## config.mk

```make
export PLATFORM = sky130hd
export DESIGN_NAME = input_frame_loader_flat
export DESIGN_NICKNAME = d
export VERILOG_FILES = /design/src/rtl/input_frame_loader_if.sv /design/src/rtl/input_frame_loader.sv /design/src/flat_wrapper.sv
export SDC_FILE = /design/constraint.sdc
export NUM_CORES = 1
export LEC_CHECK = 0
export BUFFER_PORTS_ARGS = -buffer_cell sky130_fd_sc_hd__buf_2
export CAP_MARGIN = 20
export CORE_MARGIN = 4
export CORE_UTILIZATION = 30
export CTS_BUF_LIST = sky130_fd_sc_hd__clkbuf_8
export DETAILED_ROUTE_END_ITERATION = 10
export GPL_TIMING_DRIVEN = 0
export PLACE_DENSITY_LB_ADDON = 0.25
export SYNTH_ARGS = -nofsm -noshare
export SYNTH_HDL_FRONTEND = slang
export SYNTH_SLANG_ARGS = --single-unit
```

## constraint.sdc

```tcl
create_clock -name clk -period 2.8 [get_ports clk]
set_input_delay 0.56 -clock clk [delete_from_list [all_inputs] [get_ports clk]]
set_output_delay 0.56 -clock clk [all_outputs]
set_load 0.03 [all_outputs]
```

## src/rtl/input_frame_loader_if.sv

```systemverilog
// Sample stream feeding the frame loader: valid/ready handshake with an
// end-of-frame marker. The master drives samples, the slave returns ready.
interface input_frame_loader_if #(
    parameter int IN_WIDTH = 24
) ();
    logic signed [IN_WIDTH-1:0] s_data;
    logic                       s_valid;
    logic                       s_last;
    logic                       s_ready;

    modport master (output s_data, output s_valid, output s_last, input s_ready);
    modport slave  (input s_data, input s_valid, input s_last, output s_ready);
endinterface

```

## src/rtl/input_frame_loader.sv

```systemverilog
// Serial-to-parallel front end for the dense latency layer.
// Collects INPUT_SIZE samples into a fill buffer, commits a complete frame onto
// input_data in one cycle, drops short/long frames, and delays a valid token by
// LATENCY cycles so result_valid lines up with the dense layer's output_data.
// Optional feature: define LOADER_SAT_EN to clamp out-of-range samples to the
// WIDTH range; when undefined the low WIDTH bits are kept (wrapping).
module input_frame_loader #(
    parameter int WIDTH      = 17,
    parameter int IN_WIDTH   = 24,
    parameter int INPUT_SIZE = 32,
    parameter int LATENCY    = 8
) (
    input  logic                               clk,
    input  logic                               reset,
    input_frame_loader_if.slave                stream,
    output logic [0:INPUT_SIZE-1][WIDTH-1:0]   input_data,
    output logic                               frame_strobe,
    output logic                               result_valid,
    output logic                               frame_error,
    output logic [15:0]                        good_count,
    output logic [7:0]                         err_count
);

    localparam int IDX_W = (INPUT_SIZE > 1) ? $clog2(INPUT_SIZE) : 1;
    localparam logic [IDX_W-1:0] IDX_LAST = IDX_W'(INPUT_SIZE - 1);

    localparam logic [0:0] ST_FILL  = 1'b0;
    localparam logic [0:0] ST_DRAIN = 1'b1;

    typedef logic [0:INPUT_SIZE-1][WIDTH-1:0] frame_t;

`ifdef LOADER_SAT_EN
    localparam logic signed [IN_WIDTH-1:0] SAT_HI = IN_WIDTH'((longint'(1) << (WIDTH - 1)) - 1);
    localparam logic signed [IN_WIDTH-1:0] SAT_LO = ~SAT_HI;
`endif

    // Reduce an incoming sample to the dense-layer width (same binary point).
    function automatic logic signed [WIDTH-1:0] convert_sample(input logic signed [IN_WIDTH-1:0] x);
`ifdef LOADER_SAT_EN
        if (x > SAT_HI) return WIDTH'(SAT_HI);
        if (x < SAT_LO) return WIDTH'(SAT_LO);
        return WIDTH'(x);
`else
        return WIDTH'(x);
`endif
    endfunction

    logic [0:0]            state_q, state_d;
    logic [IDX_W-1:0]      idx_q, idx_d;
    logic                  ready_q;
    frame_t                fill_q, fill_d;
    frame_t                input_data_q, input_data_d;
    logic                  strobe_q, strobe_d;
    logic                  error_q, error_d;
    logic [15:0]           good_q, good_d;
    logic [7:0]            err_q, err_d;
    logic [LATENCY-1:0]    vld_q, vld_d;
    logic signed [WIDTH-1:0] sample_c;
    logic                  accept;

    assign sample_c = convert_sample(stream.s_data);
    assign accept   = stream.s_valid && ready_q;

    // Frame assembly, length policing and counter updates for the next cycle.
    always_comb begin
        state_d      = state_q;
        idx_d        = idx_q;
        fill_d       = fill_q;
        input_data_d = input_data_q;
        strobe_d     = 1'b0;
        error_d      = 1'b0;
        good_d       = good_q;
        err_d        = err_q;
        // Valid token travels alongside the dense-layer pipeline.
        vld_d        = LATENCY'({vld_q, strobe_q});

        if (accept) begin
            case (state_q)
                ST_FILL: begin
                    if (stream.s_last && idx_q == IDX_LAST) begin
                        // Complete frame: last sample goes straight to the holding register.
                        input_data_d                 = fill_q;
                        input_data_d[INPUT_SIZE-1]   = sample_c;
                        strobe_d                     = 1'b1;
                        good_d                       = good_q + 16'd1;
                        idx_d                        = '0;
                    end else if (stream.s_last) begin
                        // Short frame: drop and restart cleanly on the next sample.
                        error_d = 1'b1;
                        idx_d   = '0;
                        if (err_q != 8'hFF) err_d = err_q + 8'd1;
                    end else if (idx_q == IDX_LAST) begin
                        // Long frame: drop, then swallow samples through its s_last.
                        error_d = 1'b1;
                        idx_d   = '0;
                        state_d = ST_DRAIN;
                        if (err_q != 8'hFF) err_d = err_q + 8'd1;
                    end else begin
                        fill_d[idx_q] = sample_c;
                        idx_d         = idx_q + 1'b1;
                    end
                end
                default: begin
                    if (stream.s_last) begin
                        state_d = ST_FILL;
                        idx_d   = '0;
                    end
                end
            endcase
        end
    end

    // Control state, committed frame and counters; cleared by reset.
    always_ff @(posedge clk or negedge reset) begin
        if (!reset) begin
            state_q      <= ST_FILL;
            idx_q        <= '0;
            ready_q      <= 1'b0;
            input_data_q <= '0;
            strobe_q     <= 1'b0;
            error_q      <= 1'b0;
            good_q       <= '0;
            err_q        <= '0;
            vld_q        <= '0;
        end else begin
            state_q      <= state_d;
            idx_q        <= idx_d;
            ready_q      <= 1'b1;
            input_data_q <= input_data_d;
            strobe_q     <= strobe_d;
            error_q      <= error_d;
            good_q       <= good_d;
            err_q        <= err_d;
            vld_q        <= vld_d;
        end
    end

    // Fill buffer is pure data; stale contents are never committed.
    always_ff @(posedge clk) begin
        fill_q <= fill_d;
    end

    assign stream.s_ready = ready_q;
    assign input_data     = input_data_q;
    assign frame_strobe   = strobe_q;
    assign result_valid   = vld_q[LATENCY-1];
    assign frame_error    = error_q;
    assign good_count     = good_q;
    assign err_count      = err_q;

endmodule

```

## src/flat_wrapper.sv

```systemverilog
// flat-port wrapper written by rule: the top's interface ports become plain ports
module input_frame_loader_flat 
#(
    parameter int WIDTH      = 17,
    parameter int IN_WIDTH   = 24,
    parameter int INPUT_SIZE = 32,
    parameter int LATENCY    = 8
)
  (clk, reset, input_data, frame_strobe, result_valid, frame_error, good_count, err_count, stream_s_data, stream_s_valid, stream_s_last, stream_s_ready);
  input_frame_loader_if #(.IN_WIDTH(IN_WIDTH)) stream_i ();
  input  logic clk;
  input  logic reset;
  output logic [0:INPUT_SIZE-1][WIDTH-1:0] input_data;
  output logic frame_strobe;
  output logic result_valid;
  output logic frame_error;
  output logic [15:0] good_count;
  output logic [7:0] err_count;
  input wire logic [$bits(stream_i.s_data)-1:0] stream_s_data;
  input wire logic [$bits(stream_i.s_valid)-1:0] stream_s_valid;
  input wire logic [$bits(stream_i.s_last)-1:0] stream_s_last;
  output wire logic [$bits(stream_i.s_ready)-1:0] stream_s_ready;
  assign stream_i.s_data = stream_s_data;
  assign stream_i.s_valid = stream_s_valid;
  assign stream_i.s_last = stream_s_last;
  assign stream_s_ready = stream_i.s_ready;
  input_frame_loader #(.WIDTH(WIDTH), .IN_WIDTH(IN_WIDTH), .INPUT_SIZE(INPUT_SIZE), .LATENCY(LATENCY)) u_core (.clk(clk), .reset(reset), .stream(stream_i), .input_data(input_data), .frame_strobe(frame_strobe), .result_valid(result_valid), .frame_error(frame_error), .good_count(good_count), .err_count(err_count));
endmodule
```

After elaboration in Yosys (flattened, before gate mapping) --
Index checks and enable logic that the tools add are counted.
Word-level totals: flip-flop bits (word level) 1129, input port bits 28, output and inout bits 572, logic and storage cells 116
Cells by class: add/sub/neg operators 3, $lt $le $gt $ge 2, equality and inequality tests 3, mux-type cells 23, bitwise operators 5, reductions and logical operators 8
Operators with widths (count):
- bitwise mux 544 bit | 1
- demux 17 bit (select 5 bit) | 1
- two-way mux 5 bit | 5
- two-way mux 8 bit | 3
- two-way mux 17 bit | 1
- adder 16 x 1 -> 16 bit, second input constant | 1
- two-way mux 1 bit | 12
- adder 8 x 1 -> 8 bit, second input constant | 1
- != test 8 bit, second input constant | 1
- greater-or-equal comparator 6 bit, second input constant | 1
- less-than comparator 6 x 1 -> 1 bit, second input constant | 1
- inverter 5 -> 6 bit | 1
- adder 5 x 1 -> 5 bit, second input constant | 1
- equality test 5 bit, second input constant | 1
- AND reduction 5 bit | 1
- inverter 1 bit | 4
- AND reduction 4 bit | 1
- logical AND 1 bit | 3
- AND reduction 3 bit | 1
- != test 2 bit, second input constant | 1
- AND reduction 2 bit | 1
- nonzero test 2 bit | 1

Logic depth before layout (Yosys ltp) --
depth after elaboration 6, mapped depth 9, gate-level depth less buffers 7

Worst setup path before layout --
OpenSTA, ideal clock, no wires.
path kind flip-flop to flip-flop, start point reg u_core.idx_q[0], end point reg u_core.fill_q[102] in the netlist's numbering (enable), library setup time 0.390 ns, arrival 2.386 ns, required time 2.410 ns, slack 0.023 ns, stages on the path, launching flop included 7, buffers on the path 0, period minus slack after synthesis 2.777 ns, cell sequence dfrtp_1 ha_1 and3_1 ha_1 nor3_1 nand2_1 nor2_1
On the way: longest elaborated chain between the ends 4, elaborated cells on any way between the ends 5, classes of those cells eq/ne: 1; bitwise: 2; reduce/logical: 2
RTL lines:
- start, declared | line input_frame_loader.sv:49 | logic [IDX_W-1:0] idx_q, idx_d;
- start signal, assigned | line input_frame_loader.sv:127 | idx_q <= idx_d;
- equality test 5 bit (*) | line input_frame_loader.sv:80, input_frame_loader.sv:92
- logical AND 1 bit | line input_frame_loader.sv:80 | if (stream.s_last && idx_q == IDX_LAST) begin
- inverter 1 bit (no line)
- AND reduction 5 bit (no line) (*)
- end signal, assigned | line input_frame_loader.sv:140 | fill_q <= fill_d;
- end, declared | line input_frame_loader.sv:51 | frame_t fill_q, fill_d;
Mark *: on every way between the ends. The rest lies on a longest branch, timed or not. A chain may end at the register's enable or synchronous reset.

Worst setup path in the final report --
start point reg u_core.idx_q[0], end point reg u_core.fill_q[227] in the netlist's numbering (enable)
The elaborated chain is that of the path after synthesis.

==> summary.md <==
| Metric | Value |
|---|---|
| Antenna violations before repair | `14` |
| Sum Neg Setup Slack | `0 ns` |
| WHS | `0.131 ns` |
| Hold path depth | `1` |
| Most Frequent Cell on Critical Path | `ha_1` |
| Mux contribution to synthesized area | `0.000853` |
| Tot GR Track Use | `0.188` |
| Fill count | `12400` |
| Most common cell in the netlist | `nand2_1` |
| Vias per cell | `4.38` |
| R2R setup slack | `0.14 ns` |
| Fmax | `375 MHz` |
| Grt ovf | `0` |
| Clock tree buffer depth | `3` |
| Yosys reg bits | `1112` |
| CTS tree | `yes` |
| YS warnings | `0` |
| Crit path max-delay cell type | `dfrtp_1` |
| Via count | `24900` |
| Final hold vios | `0` |
| Starting DRT DRC Count | `1763` |
| Met1 Resource Use GR | `0.247` |
| Area of the multi-input gates | `7300 µm²` |
| Worst setup EP type | `flip-flop` |
| Detail Route Antenna Nets | `0` |
| Hold_sp | `stream_s_data[5]` |
| R2R Path End | `u_core.fill_q[227]$_DFFE_PP_` |
| Crit path launch type | `flip-flop` |
| Num CTS Buffers | `190` |
| Final #Nets | `3913` |
| Vias in the first global route | `25100` |
| Clk pin slew, worst setup/hold paths | `0.06 ns` |
| Wire length per cell | `22.1 µm` |
| Status | `finished clean` |
| Share of cells above drive strength 1 | `0.259` |
| VDD IR-drop max | `0.429 mV` |
| Largest family of logic cells by synthesized area | `simple AND/OR/NAND/NOR gates` |
| Starting density of the core | `0.303` |
| Pins Over Slew Limit | `0` |
| Clock latency on the worst-skew pair | `0.88 ns` |
| Top_reg_cell synth | `dfrtp_1` |
| Die width | `365 µm` |
| Compound-gate portion of the synthesized area | `0.00223` |
| Mean post-synth cell area | `12.6 µm²` |
| PortBufs | `591` |
| CP Max Fanout | `16` |
| CTS HTree Levels | `4` |
| Global-route wire length before repair | `179000 µm` |
| WS Path Type | `reg -> reg` |
| Worst hold endpoint | `u_core.fill_q[73]$_DFFE_PP_` |
| Final setup violation count | `0` |
| Non-filler cells, final | `5695` |
| Clock power frac | `0.434` |
| Post-synthesis sequential area ratio | `0.799` |
| Most instantiated cells after synthesis | `nand2_1, dfrtp_1, edfxtp_1` |
| Met2 usage | `0.301` |
| DP Area | `44000 µm²` |
| CP Buf/Inv Count | `2` |
| Post-Synthesis Net Count | `3070` |
| FP Rows | `130` |
| Worst min path class | `in -> reg` |
| Crit path max-delay family | `simple AND/OR/NAND/NOR gates` |
| Number of synthesized flops with an enable pin | `527` |
| PwrDens | `673 nW/µm²` |
| Sequential cell area | `30500 µm²` |
| Relative slew slack | `0.386` |
| GPL Wtd Cong | `0.763` |
| Slew @ Worst Pin | `0.922 ns` |
| DRT Pass-1 Iters | `5` |
| Switching fraction of total power | `0.236` |
| Flop pwr share | `0.534` |
| Met3 GRT Util | `0.0592` |
| Switch Pwr | `7.64 mW` |
| Synthesized instance count | `3034` |
| Area growth, synth to finish | `26.4%` |
| Die Ht | `365 µm` |
| Critical Path RT | `3.36 ns` |
| Pint | `24.8 mW` |
| Clk sinks | `1112` |
| Synthesized area | `38100 µm²` |
| Total design power | `32.4 mW` |
| Core box area | `126000 µm²` |
| Worst Reg2Reg Path Length in Cells | `8` |
| Synth Area in Adders | `0.00263` |
| Post-synthesis async set-or-reset flop share | `0.526` |
| Synth area leaders | `edfxtp_1, dfrtp_1, nand2_1` |
| Pin count of the biggest net entering global routing | `113` |
| Placed Instances | `5317` |
| Critical path arrival | `3.22 ns` |
| IO Count | `600` |
| Tmin final | `2.66 ns` |
| Comb pwr share | `0.032` |
| Die Area | `133000 µm²` |
| Period utilization | `0.952` |
| Crit-path max cell delay | `0.45 ns` |
| Post-DP HPWL | `80500 µm` |
| Skew final | `0.0413 ns` |
| Post-Synth Simple-Gate Area | `0.176` |
| Synth cell types | `41` |
| Leak Pwr | `24.2 nW` |
| XOR/XNOR Fraction of Synth Area | `0.00436` |
| Crit path cell chain | `ha_1 -> and3_1 -> ha_1 -> nor3_4 -> buf_4 -> nand2_4 -> nor2_2 -> buf_8` |
| GRT busiest layer | `met2` |
| Area leader, netlist | `edfxtp_1` |
| Top-area cell type share of the netlist area | `0.415` |
| Root Buffer | `clkbuf_8` |
| Max-cap violations | `0` |
| Design area | `48200 µm²` |
| R2R Path Start | `u_core.idx_q[0]$_DFFE_PN0P_` |
| Routed WL | `126000 µm` |
| # DRC | `0` |
per-stage QoR:
| stage | setup WS (ns) | util |
|---|---|---|
| 2_1_floorplan | 0.0233 | - |
| 3_3_place_gp | -12.59 | 0.343 |
| 3_5_place_dp | -1.19 | 0.350 |
| 4_1_cts | 0.00985 | 0.382 |
| 5_1_grt | -0.00360 | 0.383 |
| 6_report | 0.135 | 0.383 |
cell usage in the layout, fill, tap and decap left out, types with 5 or more instances in the layout:
| cell type | netlist | routed |
|---|---|---|
| nand2_1 | 1658 | 1654 |
| buf_2 | 66 | 646 |
| dfrtp_1 | 585 | 585 |
| edfxtp_1 | 527 | 527 |
| clkbuf_8 | 0 | 220 |
| inv_1 | 6 | 97 |
| clkbuf_2 | 0 | 39 |
| buf_8 | 0 | 29 |
| clkinv_1 | 0 | 20 |
| buf_4 | 0 | 19 |
| nor2_4 | 0 | 16 |
| nor2_2 | 0 | 15 |
| buf_12 | 0 | 15 |
| xnor2_1 | 12 | 12 |
| nand3_1 | 11 | 11 |
| clkbuf_1 | 47 | 10 |
| clkinv_2 | 0 | 10 |
| ha_1 | 8 | 8 |
| nor2_1 | 38 | 7 |
| nand4_1 | 7 | 7 |
| xor2_1 | 7 | 7 |
| o21ai_0 | 7 | 7 |
| dlygate4sd3_1 | 0 | 7 |
| buf_16 | 0 | 7 |
| clkinvlp_4 | 0 | 6 |
| nor4_1 | 5 | 5 |
registers in the layout (all words and copies together), names as in the netlist:
register,cells
u_core.stream.s_ready,1
u_core.vld_q,8
u_core.state_q,1
u_core.input_data,544
u_core.frame_error,1
u_core.frame_strobe,1
u_core.fill_q,527
u_core.idx_q,5
u_core.err_count,8
u_core.good_count,16
power by group through the flow:
| stage | registers, mW | logic, mW | clock network, mW |
|---|---|---|---|
| floorplan | 17.7 | 0.167 | 0 |
| global placement | 17.7 | 0.928 | 0 |
| finish | 17.3 | 1.03 | 14.1 |
| global route | 17.3 | 1.13 | 15.4 |
| detailed placement | 17.6 | 1.02 | 0 |
| CTS | 17.3 | 1.06 | 14.6 |
area by class of cell:
cell class | instances | area share
Sequential cell | 1112 | 0.632
Multi-Input combinational cell | 1790 | 0.152
Timing Repair Buffer | 651 | 0.0832
Clock buffer | 220 | 0.0628
Tap cell | 1650 | 0.0429
Clock inverter | 136 | 0.0136
Buffer | 125 | 0.0129
Inverter | 7 | 0.000597
Antenna cell | 4 | 0.000208
worst reg2reg max path: stages (launching register included):
cell and delay [ns]:
dfrtp_1 0.45, ha_1 0.31, and3_1 0.19, ha_1 0.30, nor3_4 0.20, buf_4 0.23, nand2_4 0.23, nor2_2 0.25
buf_8 0.21
logic make-up after synthesis:
| group | Yosys count |
|---|---|
| simple gates | 1745 |
| other cells | 1 |
| flops | 1112 |
| mux | 3 |
| compound gates | 14 |
| xor+xnor | 19 |
| buf+inv | 132 |
| fa+ha+maj | 8 |
how the worst max path moves through the flow:
| stage | startpoint | cells past startpoint | end |
|---|---|---|---|
| floorplan | u_core.idx_q[0]$_DFFE_PN0P_ | 6 | u_core.fill_q[102]$_DFFE_PP_ |
| global placement | reset | 1 | u_core.input_data[330]$_DFFE_PN0P_ |
| detailed placement | u_core.idx_q[3]$_DFFE_PN0P_ | 6 | u_core.fill_q[308]$_DFFE_PP_ |
| CTS | u_core.idx_q[2]$_DFFE_PN0P_ | 9 | u_core.input_data[386]$_DFFE_PN0P_ |
| global route | u_core.idx_q[0]$_DFFE_PN0P_ | 8 | u_core.fill_q[366]$_DFFE_PP_ |
| finish | u_core.idx_q[0]$_DFFE_PN0P_ | 8 | u_core.fill_q[227]$_DFFE_PP_ |
metal layers:
metal  vias up  part of all wire
li1      11500                 -
met3       172             0.080
met4         4             0.021
met1     12400              0.43
met5         -           0.00021
met2       813              0.47
what timing repair did:
action | 4_1_cts | 5_1_grt
setup endpoints to repair | 1059 | 456
endpoints found under the hold margin | 89 | 0
buffers inserted | 10 | 1
hold buffers | 7 | 0
pin swaps | 9 | 1
resized for setup | 44 | 61
Note: power is estimated with default switching activity, not from simulation.
